===== config.mk =====
export PLATFORM = sky130hd
export DESIGN_NAME = multicycle_ctrl
export DESIGN_NICKNAME = d
export VERILOG_FILES = /design/src/rtl/multicycle_ctrl.sv
export SDC_FILE = /design/constraint.sdc
export NUM_CORES = 1
export LEC_CHECK = 0
export ABC_AREA = 1
export CAP_MARGIN = 5
export CORE_UTILIZATION = 56
export DETAILED_ROUTE_END_ITERATION = 7
export GPL_TIMING_DRIVEN = 1
export MAX_ROUTING_LAYER = met4
export PLACE_DENSITY = 0.85
export REMOVE_ABC_BUFFERS = 1
export SLEW_MARGIN = 20
export SYNTH_ARGS = -nofsm -noshare
export SYNTH_HDL_FRONTEND = slang
export SYNTH_SLANG_ARGS = --single-unit

===== constraint.sdc =====
create_clock -name clk_i -period 2.55 [get_ports clk_i]
set_input_delay 0.6375 -clock clk_i [delete_from_list [all_inputs] [get_ports clk_i]]
set_output_delay 0.6375 -clock clk_i [all_outputs]
set_load 0.005 [all_outputs]

===== src/rtl/multicycle_ctrl.sv =====
// -----------------------------------------------------------------------------
// multicycle_ctrl
//
// Multi-cycle control FSM for the MIPS-subset datapath. Each instruction walks
// FETCH -> DECODE -> EXEC -> WB (ALU ops) or FETCH -> DECODE -> BRANCH
// (beq/bne). Supported opcodes: R-type, addi, sltiu, lui, ori, beq, bne.
//
// Ports
//   clk_i        rising-edge clock
//   rst_i        synchronous reset, active-high
//   run_i        1 = allow new fetches, 0 = hold in FETCH
//   imem_req_o   instruction fetch request (FETCH and run_i)
//   imem_ack_i   fetch data valid this cycle
//   instr_op_i   opcode field from the IR output
//   pc_write_o   PC <= PC+4 this cycle (fetch accept)
//   ir_write_o   IR <= imem data this cycle (fetch accept)
//   reg_write_o  register-file write enable (WB only)
//   alu_op_o     ALU operation class
//   alu_src_o    0 = rt operand, 1 = immediate
//   reg_dst_o    1 = rd, 0 = rt
//   branch_o     conditional PC load, qualified with zero flag by the datapath
//   illegal_o    1-cycle pulse in DECODE on an unsupported opcode
//   state_o      current state, for debug
//   instr_cnt_o  retired-instruction count, wraps modulo 2^CNT_W
// -----------------------------------------------------------------------------
module multicycle_ctrl #(
    parameter int CNT_W = 32
) (
    input  logic             clk_i,
    input  logic             rst_i,
    input  logic             run_i,
    output logic             imem_req_o,
    input  logic             imem_ack_i,
    input  logic [5:0]       instr_op_i,
    output logic             pc_write_o,
    output logic             ir_write_o,
    output logic             reg_write_o,
    output logic [2:0]       alu_op_o,
    output logic             alu_src_o,
    output logic             reg_dst_o,
    output logic             branch_o,
    output logic             illegal_o,
    output logic [2:0]       state_o,
    output logic [CNT_W-1:0] instr_cnt_o
);

    typedef enum logic [2:0] {
        S_FETCH  = 3'd0,
        S_DECODE = 3'd1,
        S_EXEC   = 3'd2,
        S_WB     = 3'd3,
        S_BRANCH = 3'd4
    } state_t;

    typedef enum logic [1:0] {
        K_ILLEGAL = 2'd0,
        K_ALU     = 2'd1,
        K_BRANCH  = 2'd2
    } kind_t;

    typedef struct packed {
        kind_t      kind;
        logic [2:0] alu_op;
        logic       alu_src;
        logic       reg_dst;
    } dec_t;

    function automatic dec_t decode(input logic [5:0] op);
        dec_t d;
        // NOTE: every field gets a default before the case so that unlisted
        // opcodes produce a defined result rather than inferring storage.
        d = '{kind: K_ILLEGAL, alu_op: 3'b000, alu_src: 1'b0, reg_dst: 1'b0};
        case (op)
            6'b000000: d = '{kind: K_ALU,    alu_op: 3'b010, alu_src: 1'b0, reg_dst: 1'b1};
            6'b001000: d = '{kind: K_ALU,    alu_op: 3'b000, alu_src: 1'b1, reg_dst: 1'b0};
            6'b001011: d = '{kind: K_ALU,    alu_op: 3'b110, alu_src: 1'b1, reg_dst: 1'b0};
            6'b001111: d = '{kind: K_ALU,    alu_op: 3'b011, alu_src: 1'b1, reg_dst: 1'b0};
            6'b001101: d = '{kind: K_ALU,    alu_op: 3'b100, alu_src: 1'b1, reg_dst: 1'b0};
            6'b000100: d = '{kind: K_BRANCH, alu_op: 3'b001, alu_src: 1'b0, reg_dst: 1'b0};
            6'b000101: d = '{kind: K_BRANCH, alu_op: 3'b101, alu_src: 1'b0, reg_dst: 1'b0};
            default:   ;
        endcase
        return d;
    endfunction

    state_t           state_q;
    logic [5:0]       op_q;
    logic [CNT_W-1:0] cnt_q;
    logic             rst_q;       // high for the first cycle after reset
    logic             reg_write_q;
    logic             branch_q;
    logic [2:0]       alu_op_q;
    logic             alu_src_q;
    logic             reg_dst_q;

    dec_t dec_in;   // decode of the live IR opcode, used only in DECODE
    dec_t dec_q;    // decode of the captured opcode, used in EXEC
    logic fetch_go;

    assign dec_in = decode(instr_op_i);
    assign dec_q  = decode(op_q);

    // The cycle right after reset is kept quiet: no request, no accept.
    assign fetch_go = (state_q == S_FETCH) & run_i & imem_ack_i & ~rst_q;

    always_ff @(posedge clk_i) begin
        if (rst_i) begin
            // NOTE: sequential state uses non-blocking assignments only, so
            // every register samples pre-edge values regardless of order.
            state_q     <= S_FETCH;
            op_q        <= 6'b000000;
            cnt_q       <= '0;
            rst_q       <= 1'b1;
            reg_write_q <= 1'b0;
            branch_q    <= 1'b0;
            alu_op_q    <= 3'b000;
            alu_src_q   <= 1'b0;
            reg_dst_q   <= 1'b0;
        end else begin
            rst_q       <= 1'b0;
            // Registered Moore controls default to idle and are set only
            // for the state being entered.
            reg_write_q <= 1'b0;
            branch_q    <= 1'b0;
            alu_op_q    <= 3'b000;
            alu_src_q   <= 1'b0;
            reg_dst_q   <= 1'b0;

            case (state_q)
                S_FETCH: begin
                    if (fetch_go) state_q <= S_DECODE;
                end
                S_DECODE: begin
                    op_q <= instr_op_i;
                    if (dec_in.kind == K_ALU) begin
                        state_q   <= S_EXEC;
                        alu_op_q  <= dec_in.alu_op;
                        alu_src_q <= dec_in.alu_src;
                        reg_dst_q <= dec_in.reg_dst;
                    end else if (dec_in.kind == K_BRANCH) begin
                        state_q  <= S_BRANCH;
                        branch_q <= 1'b1;
                        alu_op_q <= dec_in.alu_op;
                    end else begin
                        state_q <= S_FETCH;
                    end
                end
                S_EXEC: begin
                    state_q     <= S_WB;
                    alu_op_q    <= dec_q.alu_op;
                    alu_src_q   <= dec_q.alu_src;
                    reg_dst_q   <= dec_q.reg_dst;
                    reg_write_q <= (dec_q.kind == K_ALU);
                end
                S_WB, S_BRANCH: begin
                    state_q <= S_FETCH;
                    cnt_q   <= cnt_q + CNT_W'(1);
                end
                default: state_q <= S_FETCH;
            endcase
        end
    end

    // Reset forces every output low in the reset cycle itself, so an
    // instruction interrupted in WB or BRANCH never writes or branches.
    assign imem_req_o  = (state_q == S_FETCH) & run_i & ~rst_q & ~rst_i;
    assign ir_write_o  = fetch_go & ~rst_i;
    assign pc_write_o  = fetch_go & ~rst_i;
    assign reg_write_o = reg_write_q & ~rst_i;
    assign branch_o    = branch_q & ~rst_i;
    assign alu_op_o    = rst_i ? 3'b000 : alu_op_q;
    assign alu_src_o   = alu_src_q & ~rst_i;
    assign reg_dst_o   = reg_dst_q & ~rst_i;
    // The IR is stable from the fetch edge onward, so the DECODE-cycle
    // illegal flag can look at the live opcode.
    assign illegal_o   = (state_q == S_DECODE) & (dec_in.kind == K_ILLEGAL) & ~rst_i;
    assign state_o     = rst_i ? 3'd0 : state_q;
    assign instr_cnt_o = rst_i ? '0 : cnt_q;

endmodule


* Yosys cells after proc, flatten, opt, wreduce, memory -nomap -nowiden *
Index checks and enable logic that the tools add are counted.

word-level totals
  bits of input ports = 10
  output and inout port bits = 46
  word-level logic and storage cells = 71
  register bits after elaboration = 49

operators by class
  mux-type cells = 18
  bitwise logic cells = 16
  equal/unequal tests = 20
  reductions and logical operators = 7
  $add $sub $neg = 1

operators by type and width
  cell                     count
  $pmux W7 S7              2
  $eq A6 B4 Y1 const B     8
  $add A32 B1 Y32 const B  1
  $mux W32                 1
  $eq A6 B3 Y1 const B     4
  $mux W3                  7
  $and A1 B1 Y1            12
  $logic_not A6 Y1         2
  $pmux W3 S3              1
  $eq A3 B2 Y1 const B     2
  $pmux W3 S2              1
  $eq A2 B1 Y1 const B     2
  $mux W1                  4
  $not A1 Y1               4
  $pmux W1 S2              2
  $reduce_or A2 Y1         2
  $eq A3 B1 Y1 const B     1
  $eq A3 B3 Y1 const B     1
  $logic_not A3 Y1         1
  $reduce_or A3 Y1         1
  $eq A2 B2 Y1 const B     1
  $logic_not A2 Y1         1
  $ne A2 B2 Y1 const B     1

* Depth between registers and ports, before layout *
Gate-level depths: netlist of the first run.

  depth after elaboration = 6
  depth in mapped cells = 10
  gate-level depth less buffers = 10

* Worst setup path before layout of the first run *
OpenSTA, ideal clock, no wires.

  kind = in2out
  start point = in rst_i
  end point = out pc_write_o
  data arrival time = 1461 ps
  slack = 452 ps
  path buffers = 3
  stages on the path = 4
  required time = 1913 ps
  path through = clkbuf_1 > clkbuf_1 > nor3_1 > buf_4

between the ends
  longest elaborated chain between the ends = 2

RTL lines
  element             RTL line  text
  start: declaration  30        input logic rst_i,
  $not A1 Y1          -
  $and A1 B1 Y1       -
  end: declaration    35        output logic pc_write_o,

No other way between the ends.

* Final worst setup path of the first run *
  start point = in instr_op_i[4]
  end point = out illegal_o

between the ends
  longest elaborated chain between the ends = 5
  elaborated cells on any way between the ends = 11
  classes of those cells = 6 x eq/ne; 1 x mux; 2 x bitwise; 2 x reduce/logical

RTL lines
  element                               RTL line  text
  start: declaration                    34        input logic [5:0] instr_op_i,
  $eq A6 B3 Y1 (tied with other cells)  73        case (op)
  $pmux W7 S7 (*)                       73
  $logic_not A2 Y1 (*)                  176       assign illegal_o = (state_q == S_DECODE) & (dec_in.kind == K_ILLEGAL) & ~rst_i;
  $and A1 B1 Y1 (*) (2 in a row)        176
  end: declaration                      42        output logic illegal_o,

Every way passes the cells marked *; elsewhere a longest branch is shown, timed or not.

==> results.json, run 1 <==
{
  "grt_pass1_vias": 2976,
  "cts_num_sinks": 49,
  "slew_headroom_pct": 75.84,
  "io_pins": 56,
  "die_y_um": 74.09,
  "syn_area_per_cell_um2": 5.903,
  "vias": 3227,
  "cp_max_fo": 4,
  "crit_type": "input port to primary output",
  "grtUsageMet1_pct": 34.03,
  "setup_violations": 0,
  "seq_area_frac_synth_pct": 33.71,
  "dp_hpwl_um": 5755,
  "final_layout_size_suffix_gt1_share_pct": 9.059,
  "antenna_found_initial": 0,
  "grt_busiest_layer": "met2",
  "dpl_cell_area_um2": 3630,
  "synth.distinct_cells": 29,
  "cts_root_buf": "clkbuf_8",
  "status": "finished clean",
  "final_common_cell": "nor2_1",
  "cts_made_buffers": 5,
  "cp-start-kind": "input port",
  "powerDensity_nw_per_um2": 366.1,
  "total_power_uw": 1364,
  "drv_slew": 0,
  "hold_class": "register to register",
  "drc_errors": 0,
  "fin_skew_ps": 4.465,
  "fillers": 428,
  "vdd_drop_max_mv": 0.3346,
  "layout.cells.non_filler": 630,
  "fin_ws_ps": 77.59,
  "use_met2_pct": 52.12,
  "final_hold_viol_count": 0,
  "arrival_ps": 1830,
  "grt_use_met3_pct": 4.336,
  "initial_utilization_pct": 60.03,
  "post-cts-setup-buffers": 0,
  "groute.usage.overall_pct": 29.87,
  "mostFrequentLayoutCells": "nor2_1 (119), nand2_1 (112), inv_1 (74)",
  "grt_pass1_wl_um": 12420,
  "finalCriticalPeriod_ps": 2472,
  "wl_per_cell_um": 11.75,
  "end_kind": "primary output",
  "grt_max_degree": 22,
  "cellLeakagePower_uw": 0.001413,
  "maxCapViolations": 0,
  "synth-seq-cells": 49,
  "num_antenna_cells": 0,
  "vias_per_cell": 5.122,
  "design.core.area_um2": 4848,
  "clk_pin_slew_worst_paths_ps": 90,
  "rsz0062_at_grt": "yes",
  "gp_congestion": 0.9188,
  "insertion_delay_ps": 310,
  "h-tree-depth": 2,
  "period_share_pct": 96.96,
  "fin_setup_tns_ps": 0,
  "rows": 25,
  "num-nets-final": 573,
  "dp.cells": 622,
  "routed_wl_um": 7402,
  "cp.required_ps": 1910,
  "drtAntennaViolNets": 0,
  "firstDrtPassIters": 7,
  "io_buffers": 55,
  "tightest_slew_ps": 359.7,
  "cts_buffer_depth": 2,
  "fmax_mhz": 404.5,
  "die_x_um": 74.09,
  "drt_iter0_markers": 167,
  "stdcell_area_um2": 3726,
  "gr-total-overflow": 0,
  "yosysWarnings": 0,
  "tritoncts": "done",
  "post-place-ws_ps": -241.1,
  "synthesis.area_um2": 2910,
  "cts_hold_buf": 0,
  "syn_to_final_growth_pct": 28.03,
  "syn_inst": 493,
  "die_area_um2": 5489
}
==> layer usage <==
metal	routed length, um	up-vias
met5	0	-
met4	148	0
met3	388	14
met2	3633	105
met1	3231	1444
li1	-	1664
==> worst max-delay path, stage by stage <==
cell	delay, ps
clkdlybuf4s50_1	440
nor2_2	180
nand4_1	160
nand2_1	120
nor2_1	40
dlygate4sd2_1	250
==> stage by stage <==
step / utilization [%] / hold slack [ps]
after global routing: 76.85 / 480.2
after global placement: 74.86 / 432.7
after detailed placement: 74.86 / 444.4
after floorplan: - / 425.5
after CTS: 76.65 / 457.9
final: 76.85 / 455.7
==> flip-flops by register name, summed over array words and instances (netlist names) <==
signal and count:
op_q 6, rst_q 1, state_q 3, cnt_q 32
alu_op_q 3, alu_src_q 1, reg_write_q 1, branch_q 1
reg_dst_q 1
==> area by class of cell <==
cell class | instances | area (um^2) | area share, %
Clock inverter | 3 | 17.52 | 0.4701
Clock buffer | 5 | 68.82 | 1.847
Inverter | 75 | 282.8 | 7.589
Multi-Input combinational cell | 356 | 1594 | 42.78
Tap cell | 67 | 83.83 | 2.250
Sequential cell | 49 | 980.9 | 26.33
Timing Repair Buffer | 75 | 698.2 | 18.74
==> cell usage after synthesis (all sizes together) <==
library cell	instances	area, um^2
a211oi	1	7.510
a21oi	30	153.9
a31oi	2	12.51
and2	1	6.260
buf	6	33.77
clkbuf	7	26.28
clkinv	1	5.000
dfxtp	49	980.9
ha	1	12.51
inv	74	277.8
nand2	117	451.7
nand3	30	160.2
nand3b	2	15.01
nand4	9	56.30
nor2	129	516.7
nor3	11	60.06
o21a	1	7.510
o21ai	18	93.84
o22ai	1	6.260
xor2	3	26.28
==> cells by family (layout without fill, tap and decap cells) <==
kind of cell,count (synthesis),after routing,synth area share [%]
and+or+nand+nor,299,299,43.51
xor gates and xnor gates,3,3,0.9030
adders and majority gates,1,1,0.4299
AOI/OAI and AO/OA,53,53,9.674
buffers and inverters,88,158,11.78
DFF,49,49,33.71
==> where the power goes <==
group	switching (uW)	internal (uW)
logic	72.8	51.4
clock network	269	190
registers	7.20	773
total	349	1010
==> what timing repair did <==
action | in CTS | in global routing
resized for setup | 5 | 4
pin swaps | 0 | 0
setup endpoints to repair | 4 | 3
==> final timing paths <==
check / startpoint / end / slack [ps] / cells after the start
min: op_q[5]$_SDFFE_PP0P_ / op_q[5]$_SDFFE_PP0P_ / 460 / 2
max reg2reg: state_q[0]$_SDFFE_PP0P_ / cnt_q[17]$_SDFFE_PP0P_ / 750 / 8
max: instr_op_i[4] / illegal_o / 80 / 6
min reg2reg: op_q[5]$_SDFFE_PP0P_ / op_q[5]$_SDFFE_PP0P_ / 460 / 2
Power figures use the tool's default switching activity.
==> inputs of run 2 (changes only) <==
--- a/config.mk
+++ b/config.mk
@@ -7,11 +7,11 @@
 export LEC_CHECK = 0
 export ABC_AREA = 1
 export CAP_MARGIN = 5
-export CORE_UTILIZATION = 56
+export CORE_UTILIZATION = 52
 export DETAILED_ROUTE_END_ITERATION = 7
 export GPL_TIMING_DRIVEN = 1
 export MAX_ROUTING_LAYER = met4
-export PLACE_DENSITY = 0.85
+export PLACE_DENSITY = 0.8
 export REMOVE_ABC_BUFFERS = 1
 export SLEW_MARGIN = 20
 export SYNTH_ARGS = -nofsm -noshare
==> constraint.sdc (replaced) <==
create_clock -name clk_i -period 2.3 [get_ports clk_i]
set_input_delay 0.575 -clock clk_i [delete_from_list [all_inputs] [get_ports clk_i]]
set_output_delay 0.575 -clock clk_i [all_outputs]
set_load 0.005 [all_outputs]
==> run 2 against run 1 <==
Against the previous run: global-route usage shrank 2.4 points; sequential share of layout area is 0.18 points lower; largest power group unchanged; sequential power up 11%; clock skew is 1.3 ps higher; first-iteration DRC count unchanged.
==> results.json, run 2 (synthesis gave the netlist of run 1 again) <==
{
  "drc_errors": 0,
  "routed_wl_um": 7508,
  "min-delay-start": "op_q[5]$_SDFFE_PP0P_",
  "cts_num_sinks": 49,
  "grt_busiest_layer": "met2",
  "top_register": "cnt_q",
  "powerDensity_nw_per_um2": 408.8,
  "cts_hold_buf": 0,
  "grt_max_degree": 26,
  "num-nets-final": 572,
  "cp_top_family": "buffers and inverters",
  "cp_max_fo": 2,
  "vias_per_cell": 5.105,
  "gr-total-overflow": 0,
  "clk_pin_slew_worst_paths_ps": 90,
  "largest_reg_flops": 32,
  "reg2reg_to": "cnt_q[21]$_SDFFE_PP0P_",
  "num_antenna_cells": 0,
  "dpl_cell_area_um2": 3631,
  "fin_skew_ps": 5.744,
  "hold_path_depth": 2,
  "fmax_mhz": 437.2,
  "holdPathEnd": "op_q[5]$_SDFFE_PP0P_",
  "final_layout_size_suffix_gt1_share_pct": 9.091,
  "critical-path-max-stage-delay_ps": 490,
  "end_kind": "primary output",
  "drt_iter0_markers": 167,
  "grt_pass1_vias": 3001,
  "mostFrequentLayoutCells": "nor2_1 (118), nand2_1 (112), inv_1 (74)",
  "antenna_found_initial": 0,
  "reg2regPathDepth": 9,
  "vias": 3221,
  "io_buffers": 55,
  "use_met2_pct": 45.71,
  "period_share_pct": 99.45,
  "groute.usage.overall_pct": 27.48,
  "cts_root_buf": "clkbuf_8",
  "total_power_uw": 1533,
  "dp_hpwl_um": 5625,
  "h-tree-depth": 2,
  "maxCapViolations": 0,
  "syn_to_final_growth_pct": 28.89,
  "r2r_slack_ps": 540,
  "vdd_drop_max_mv": 0.2764,
  "tightest_slew_ps": 387.7,
  "insertion_delay_ps": 300,
  "drtAntennaViolNets": 0,
  "cp-start-kind": "input port",
  "largestRegisters": "cnt_q: 32 flops, op_q: 6 flops",
  "cp.required_ps": 1730,
  "cellLeakagePower_uw": 0.001402,
  "setup_violations": 0,
  "hold_slack_ps": 450.5,
  "drv_slew": 0,
  "rows": 26,
  "firstDrtPassIters": 6,
  "wl_per_cell_um": 11.90,
  "cts_made_buffers": 5,
  "finalCriticalPeriod_ps": 2287,
  "die_y_um": 76.81,
  "cts_buffer_depth": 2,
  "worstPathCellList": "clkdlybuf4s50_1 -> inv_1 -> nand4_1 -> nand3_2 -> nor2_2 -> clkdlybuf4s15_2",
  "initial_utilization_pct": 55.57,
  "stdcell_area_um2": 3751,
  "crit_type": "input port to primary output",
  "grtUsageMet1_pct": 33.82,
  "hold_class": "register to register",
  "gp_congestion": 0.9144,
  "arrival_ps": 1710,
  "tritoncts": "done",
  "final_common_cell": "nor2_1",
  "io_pins": 56,
  "grt_use_met3_pct": 4.524,
  "die_x_um": 76.81,
  "slew_headroom_pct": 74.06,
  "die_area_um2": 5900,
  "reg2reg_from": "state_q[1]$_SDFFE_PP0P_",
  "crit_slowest_cell": "clkdlybuf4s50_1",
  "worst-path-buf-inv": 3,
  "design.core.area_um2": 5238,
  "final_hold_viol_count": 0,
  "final_util_pct": 71.62,
  "status": "finished clean",
  "grt_pass1_wl_um": 12920
}
## run 2: worst max-delay path by stage
stage	start	endpoint	cells after the start
global placement	instr_op_i[0]	illegal_o	8
global route	instr_op_i[3]	illegal_o	6
CTS	instr_op_i[1]	illegal_o	8
finish	instr_op_i[3]	illegal_o	6
detailed placement	instr_op_i[0]	illegal_o	8
floorplan	rst_i	illegal_o	3
## run 2: metal layers
| metal | vias up | wire length (um) |
|---|---|---|
| met4 | 0 | 76 |
| met2 | 109 | 3525 |
| li1 | 1654 | - |
| met1 | 1450 | 3498 |
| met5 | - | 0 |
| met3 | 8 | 408 |
## run 2: through the flow
stage                     setup WS (ps)  std cells  TNS (ps)
after CTS                        -59.86        630    -59.86
after floorplan                   548.5        480         0
after global routing             -58.42        631    -58.42
final                             12.60        631         0
after global placement           -326.4        623    -680.1
after detailed placement         -373.4        623    -802.4
## run 2: layout make-up
class	instances	area [um^2]
multi-input cells	356	1607
fillers	492	1486
flip-flops and latches	49	980.9
repair buffers	74	706.9
inverters	75	282.8
well taps	70	87.58
clock buffers	7	86.33
## run 2: tightest hold or removal path, stage by stage (launching register included)
cell     delay, ps
dfxtp_1        320
inv_1           50
a21oi_1         50
## run 2: what timing repair did
item,in CTS,in global routing
pin swaps,0,3
endpoints found under the setup margin,4,1
cloned,0,0
resized for setup,10,7
buffers inserted,0,1
## run 2: power by group
group	switching, uW	internal (uW)
clock	286	240
combinational	84.1	57.2
sequential	8.72	857
